--- src/rtl/timer_pkg.sv ---
// Shared definitions for the timer IP: register map, TCR field layout,
// divider limit and the APB front-end state encoding.
package timer_pkg;

   localparam logic [11:0] TCR_OFF   = 12'h000;
   localparam logic [11:0] TDR0_OFF  = 12'h004;
   localparam logic [11:0] TDR1_OFF  = 12'h008;
   localparam logic [11:0] TCMP0_OFF = 12'h00C;
   localparam logic [11:0] TCMP1_OFF = 12'h010;
   localparam logic [11:0] TIER_OFF  = 12'h014;
   localparam logic [11:0] TISR_OFF  = 12'h018;
   localparam logic [11:0] THCSR_OFF = 12'h01C;

   // TCR layout: bit0 timer_en, bit1 div_en, bits 11:8 div_val
   localparam int TCR_EN_BIT     = 0;
   localparam int TCR_DIV_EN_BIT = 1;
   localparam int TCR_DIV_LSB    = 8;
   localparam int TCR_DIV_MSB    = 11;
   localparam int TCR_DIV_MAX    = 8;

   typedef enum logic [1:0] {
      ST_IDLE   = 2'd0,
      ST_ACCESS = 2'd1,
      ST_WAIT   = 2'd2,
      ST_RESP   = 2'd3
   } apb_state_e;

endpackage

--- src/rtl/timer_apb_err_chk.sv ---
// Combinational legality decode for one APB transfer: unmapped/misaligned
// address, and TCR writes that are illegal against the live TCR value.
module timer_apb_err_chk
   import timer_pkg::*;
#(
   parameter int                ADDR_W       = 12,
   parameter int                DATA_W       = 32,
   parameter logic [ADDR_W-1:0] REG_MAX_ADDR = ADDR_W'(THCSR_OFF),
   parameter int                DIV_MAX      = TCR_DIV_MAX
) (
   input  logic [ADDR_W-1:0] paddr,
   input  logic [DATA_W-1:0] pwdata,
   input  logic [3:0]        pstrb,
   input  logic              pwrite,
   input  logic [31:0]       tcr,
   output logic              err_addr,
   output logic              err_tcr
);

   localparam logic [ADDR_W-1:0] TCR_ADDR = ADDR_W'(TCR_OFF);

   logic [3:0] div_new;
   logic [3:0] div_cur;
   logic       is_tcr_wr;
   logic       div_over;
   logic       en_chg;
   logic       div_chg;
   logic       unused_bits;

   assign div_new = pwdata[TCR_DIV_MSB:TCR_DIV_LSB];
   assign div_cur = tcr[TCR_DIV_MSB:TCR_DIV_LSB];

   assign err_addr = (paddr[1:0] != 2'b00) || (paddr > REG_MAX_ADDR);

   assign is_tcr_wr = pwrite && (paddr == TCR_ADDR);
   assign div_over  = pstrb[1] && (div_new > 4'(DIV_MAX));

   // While the timer runs, only rewriting the current div_en/div_val is allowed
   assign en_chg  = pstrb[0] && (pwdata[TCR_DIV_EN_BIT] != tcr[TCR_DIV_EN_BIT]);
   assign div_chg = pstrb[1] && (div_new != div_cur);

   assign err_tcr = is_tcr_wr && (div_over || (tcr[TCR_EN_BIT] && (en_chg || div_chg)));

   assign unused_bits = ^{pwdata[DATA_W-1:12], pwdata[7:2], pwdata[0],
                          tcr[31:12], tcr[7:2], pstrb[3:2]};

endmodule

--- src/rtl/timer_apb_if.sv ---
// APB slave front-end for the timer register block: turns setup/access phases
// into single-cycle wr_en/rd_en strobes and returns rdata/pready/pslverr.
module timer_apb_if
   import timer_pkg::*;
#(
   parameter int                ADDR_W       = 12,
   parameter int                DATA_W       = 32,
   parameter logic [ADDR_W-1:0] REG_MAX_ADDR = ADDR_W'(THCSR_OFF),
   parameter int                DIV_MAX      = TCR_DIV_MAX,
   parameter int                TIMEOUT      = 4
) (
   input  logic              clk,
   input  logic              rst,
   input  logic              psel,
   input  logic              penable,
   input  logic              pwrite,
   input  logic [ADDR_W-1:0] paddr,
   input  logic [DATA_W-1:0] pwdata,
   input  logic [3:0]        pstrb,
   output logic [DATA_W-1:0] prdata,
   output logic              pready,
   output logic              pslverr,
   output logic              wr_en,
   output logic              rd_en,
   output logic [ADDR_W-1:0] addr,
   output logic [DATA_W-1:0] wdata,
   output logic [3:0]        wstrb,
   output logic              pslverr_o,
   input  logic [DATA_W-1:0] rdata_i,
   input  logic              pready_w_i,
   input  logic [31:0]       tcr_i
);

   // Handshake: a transfer starts on psel=1/penable=0 (setup); the bus then
   // holds psel/penable high until pready. The register block sees exactly one
   // wr_en/rd_en per transfer and answers with pready_w_i one cycle later.

   localparam int CNT_W = $clog2(TIMEOUT + 1);

   apb_state_e        state;
   apb_state_e        state_nxt;
   logic [CNT_W-1:0]  wait_cnt;

   logic              lat_write;
   logic              lat_err_addr;
   logic              lat_err_tcr;
   logic              chk_err_addr;
   logic              chk_err_tcr;

   logic              setup;
   logic              latch_en;
   logic              wr_en_nxt;
   logic              rd_en_nxt;
   logic              pso_nxt;
   logic              resp_nxt;
   logic              resp_err_nxt;
   logic [DATA_W-1:0] resp_data_nxt;
   logic              cnt_clr;
   logic              cnt_inc;

   timer_apb_err_chk #(
      .ADDR_W       (ADDR_W),
      .DATA_W       (DATA_W),
      .REG_MAX_ADDR (REG_MAX_ADDR),
      .DIV_MAX      (DIV_MAX)
   ) u_err_chk (
      .paddr    (paddr),
      .pwdata   (pwdata),
      .pstrb    (pstrb),
      .pwrite   (pwrite),
      .tcr      (tcr_i),
      .err_addr (chk_err_addr),
      .err_tcr  (chk_err_tcr)
   );

   assign setup = psel && !penable;

   always_comb begin
      state_nxt     = state;
      latch_en      = 1'b0;
      wr_en_nxt     = 1'b0;
      rd_en_nxt     = 1'b0;
      pso_nxt       = 1'b0;
      resp_nxt      = 1'b0;
      resp_err_nxt  = 1'b0;
      resp_data_nxt = '0;
      cnt_clr       = 1'b0;
      cnt_inc       = 1'b0;

      case (state)
         ST_IDLE: begin
            if (setup) latch_en = 1'b1;
         end
         ST_ACCESS: begin
            if (!psel) begin
               state_nxt = ST_IDLE;
            end else if (lat_err_addr) begin
               state_nxt    = ST_RESP;
               resp_nxt     = 1'b1;
               resp_err_nxt = 1'b1;
            end else begin
               state_nxt = ST_WAIT;
               cnt_clr   = 1'b1;
            end
         end
         ST_WAIT: begin
            if (!psel) begin
               state_nxt = ST_IDLE;
            end else if (pready_w_i) begin
               state_nxt     = ST_RESP;
               resp_nxt      = 1'b1;
               resp_err_nxt  = lat_err_tcr;
               resp_data_nxt = lat_write ? '0 : rdata_i;
            end else if (wait_cnt == CNT_W'(TIMEOUT - 1)) begin
               state_nxt    = ST_RESP;
               resp_nxt     = 1'b1;
               resp_err_nxt = 1'b1;
            end else begin
               cnt_inc = 1'b1;
            end
         end
         ST_RESP: begin
            state_nxt = ST_IDLE;
            if (setup) latch_en = 1'b1;
         end
         default: state_nxt = ST_IDLE;
      endcase

      // Strobes are registered so they are high exactly while in ACCESS
      if (latch_en) begin
         state_nxt = ST_ACCESS;
         wr_en_nxt = pwrite && !chk_err_addr;
         rd_en_nxt = !pwrite && !chk_err_addr;
         pso_nxt   = pwrite && !chk_err_addr && chk_err_tcr;
      end
   end

   always_ff @(posedge clk) begin
      if (rst) begin
         state        <= ST_IDLE;
         wait_cnt     <= '0;
         lat_write    <= 1'b0;
         lat_err_addr <= 1'b0;
         lat_err_tcr  <= 1'b0;
         addr         <= '0;
         wdata        <= '0;
         wstrb        <= '0;
         wr_en        <= 1'b0;
         rd_en        <= 1'b0;
         pslverr_o    <= 1'b0;
         pready       <= 1'b0;
         pslverr      <= 1'b0;
         prdata       <= '0;
      end else begin
         state     <= state_nxt;
         wr_en     <= wr_en_nxt;
         rd_en     <= rd_en_nxt;
         pslverr_o <= pso_nxt;
         pready    <= resp_nxt;
         pslverr   <= resp_err_nxt;
         prdata    <= resp_data_nxt;

         if (cnt_clr)      wait_cnt <= '0;
         else if (cnt_inc) wait_cnt <= wait_cnt + CNT_W'(1);

         if (latch_en) begin
            addr         <= paddr;
            wdata        <= pwdata;
            wstrb        <= pstrb;
            lat_write    <= pwrite;
            lat_err_addr <= chk_err_addr;
            lat_err_tcr  <= chk_err_tcr;
         end
      end
   end

   a_one_strobe: assert property (@(posedge clk) disable iff (rst) !(wr_en && rd_en));
   a_pso_with_wr: assert property (@(posedge clk) disable iff (rst) !(pslverr_o && !wr_en));
   a_ready_in_resp: assert property (@(posedge clk) disable iff (rst) pready == (state == ST_RESP));
   a_quiet_bus: assert property (@(posedge clk) disable iff (rst)
      !pready |-> (!pslverr && (prdata == '0)));

endmodule

--- config.mk ---
export PLATFORM = sky130hd
export DESIGN_NAME = timer_apb_if
export DESIGN_NICKNAME = d
export VERILOG_FILES = /design/src/rtl/timer_pkg.sv /design/src/rtl/timer_apb_err_chk.sv /design/src/rtl/timer_apb_if.sv
export SDC_FILE = /design/constraint.sdc
export NUM_CORES = 1
export LEC_CHECK = 0
export ABC_AREA = 1
export CORE_UTILIZATION = 30
export DETAILED_ROUTE_END_ITERATION = 8
export PLACE_DENSITY = 0.75
export SLEW_MARGIN = 20
export SYNTH_ARGS = -nofsm -noshare
export SYNTH_HDL_FRONTEND = slang
export SYNTH_SLANG_ARGS = --single-unit
--- constraint.sdc ---
create_clock -name clk -period 1.7 [get_ports clk]
set_clock_uncertainty 0.1 [all_clocks]
set_input_delay 0.255 -clock clk [delete_from_list [all_inputs] [get_ports clk]]
set_output_delay 0.255 -clock clk [all_outputs]
set_load 0.02 [all_outputs]
==> metrics.csv <==
metric,value,unit
use_met1,17.3,%
first_global_vias,2850,
critical-path-max-stage-delay,0.61,ns
iteration_0_drc_markers,85,
final-hold-violation-count,0,
gpl.final_weighted_congestion,0.835,
grt.overflow.total,0,
ys_top_cells_by_area,"dfxtp_1 (57%), a22o_1 (8.6%), inv_1 (7.2%)",
worst_hold_slack,0.315,ns
crit_path_cell_trace,clkdlybuf4s50_1,
synth_cells,341,
critical_path_start_type,flop,
grt_first_pass_wirelength,13400,um
yosysTopAreaCellShare,57.0,%
peakVddDrop,0.000449,V
antenna_violating_nets_post_route,0,
end_kind,primary output,
core_area,10400,um^2
power.density,986,nW/um^2
grt_antenna_before_repair,0,
die_w,106,um
synthDominantAreaCellType,dfxtp_1,
warning_count_from_the_yosys_run,0,
drive_gt1_share,10.9,%
cts.root.buffer_cell,clkbuf_8,
initial_core_util,31.3,%
clock_tree_from_tritoncts,done,
vias,2917,
globalRouteTotalUtil,15.2,%
grt_start_max_net_pins,33,
drt_pass1_iterations,4,
relSlewSlack,73.9,%
growth_of_design_area_from_synthesis_to_finish,70.8,%
post-place-cells,658,
routed_wire_length_per_instance,12.7,um
ys_seq_elements,93,
antenna-diode-count,0,
finalNetCount,659,
yosys.cell_types.count,25,
dpl.hpwl,6500,um
numPortBuffers,176,
critical-path-top-delay-family,buffers and inverters,
placementRows,37,
die_area,11300,um^2
final_common_cell,clkdlybuf4s50_1,
max_slew.worst_pin.slew,0.388,ns
die_height,106,um
clkLatencyLatePin,0.35,ns
grt_setup_unrepaired,yes,
totalNegativeSetupSlack,0,ns
floorplan.io_pins,203,
synth_nets,465,
yosysSeqAreaShare,57.0,%
grt_util_met3,6.07,%
critical-path-slowest-cell,clkdlybuf4s50_1,
critPathBufInv,1,
max_cap_violations,0,
drcViolationCount,0,
finalWorstPathRequiredPeriod,1.63,ns
final_min_period_over_clock_period,96.1,%
vias_per_cell,4.32,
worst_ep_required_time,1.34,ns
gr-usage-met2,25.7,%
timing.critical_path.arrival,1.28,ns
hold_path_class,primary input to flop,
criticalPathCategory,flop to primary output,
globalRoute.busiestLayer,met2,
drv_slew,0,
fmax,612,MHz
layout.cells.most_common_list,"clkdlybuf4s50_1 (123), dfxtp_1 (92), inv_1 (62)",
cts_buffers,9,
wirelength,8600,um
crit_fanout,1,
status,completed,
p_leak,3.13,nW
final_std_cells_w_o_fill,676,
syn-mean-instance-area,9.57,um^2
final_count_of_negative_setup_slack_endpoints,0,
clk_pin_slew,0.10,ns
tritoncts_num_sinks,93,
maximum_level_of_the_cts_h_tree,3,
max-clock-path-buffers,2,
netlist_area,3260,um^2
final timing paths:
path / end / slack [ns] / cells past startpoint / from
worst max register to register: wdata[0] / 0.07 / 8 / state[0]
worst min register to register: lat_err_tcr / 0.36 / 2 / lat_err_tcr
worst min-delay path: prdata[8] / 0.31 / 3 / rdata_i[8]
worst max-delay path: prdata[8] / 0.07 / 1 / prdata[8]
logic make-up (layout without fill, tap and decap cells):
logic type / count (synthesis) / count (layout) / synth area share, %
flip-flops: 93 / 93 / 57.0
XOR/XNOR: 1 / 1 / 0.268
buffers and inverters: 80 / 279 / 12.2
AND/OR/NAND/NOR: 99 / 99 / 13.1
adder cells (fa/ha/maj): 6 / 6 / 2.30
AO/OA/AOI/OAI: 62 / 62 / 15.0
power by group:
group	switching (W)	total (W)	internal, W
sequential	0.000103	0.00250	0.00239
combinational	0.000758	0.00154	0.000780
clock	0.000780	0.00146	0.000684
total	0.00164	0.00550	0.00386
stage by stage:
step / instance area [um^2] / power [W] / worst slack (ns) / util, %
final: 5580 / 0.00550 / 0.0661 / 53.5
after global routing: 5580 / 0.00582 / -0.00121 / 53.5
after CTS: 5430 / 0.00555 / 0.000443 / 52.1
after detailed placement: 5230 / 0.00406 / -0.0787 / 50.2
after global placement: 5230 / 0.00402 / -0.0437 / 50.2
after floorplan: 3260 / 0.00331 / 0.0591 / -
what timing repair did:
item	4_1_cts	5_1_grt
cloned	0	1
setup endpoints to repair	58	91
gates resized for setup	15	46
hold buffers	0	0
setup buffers	0	1
cell type report:
| cell class | count | area [um^2] |
|---|---|---|
| well taps | 136 | 170 |
| clock inverters | 7 | 75.1 |
| clock buffers | 9 | 124 |
| flip-flops and latches | 93 | 1860 |
| inverters | 67 | 256 |
| fillers | 953 | 4840 |
| repair buffers | 196 | 2060 |
| multi-input cells | 168 | 1030 |
synthesized netlist by cell type (all sizes together):
library cell	number
dfxtp	93
inv	67
nor2	44
nand2	42
a22o	35
o21ai	19
buf	13
ha	6
nand3	6
nand4	5
a21oi	3
a31oi	2
nor3	2
a211oi	1
o311ai	1
o31ai	1
xor2	1
layer usage:
layer,vias up,wire length (um)
li1,1466,-
met1,1312,3640
met2,131,4050
met3,8,833
met4,0,78
met5,-,0
tightest hold or removal path, delay by kind of cell:
kind / cells / cell delay, ns
buf+inv: 2 / 0.44
simple gates: 1 / 0.03
registers in the layout, indices dropped and copies added, names as in the netlist, 2 cells and up:
register  cells
wstrb         4
wait_cnt      3
wdata        32
prdata       32
addr         12
state         2
No activity file was read; power rests on OpenSTA's default activity.
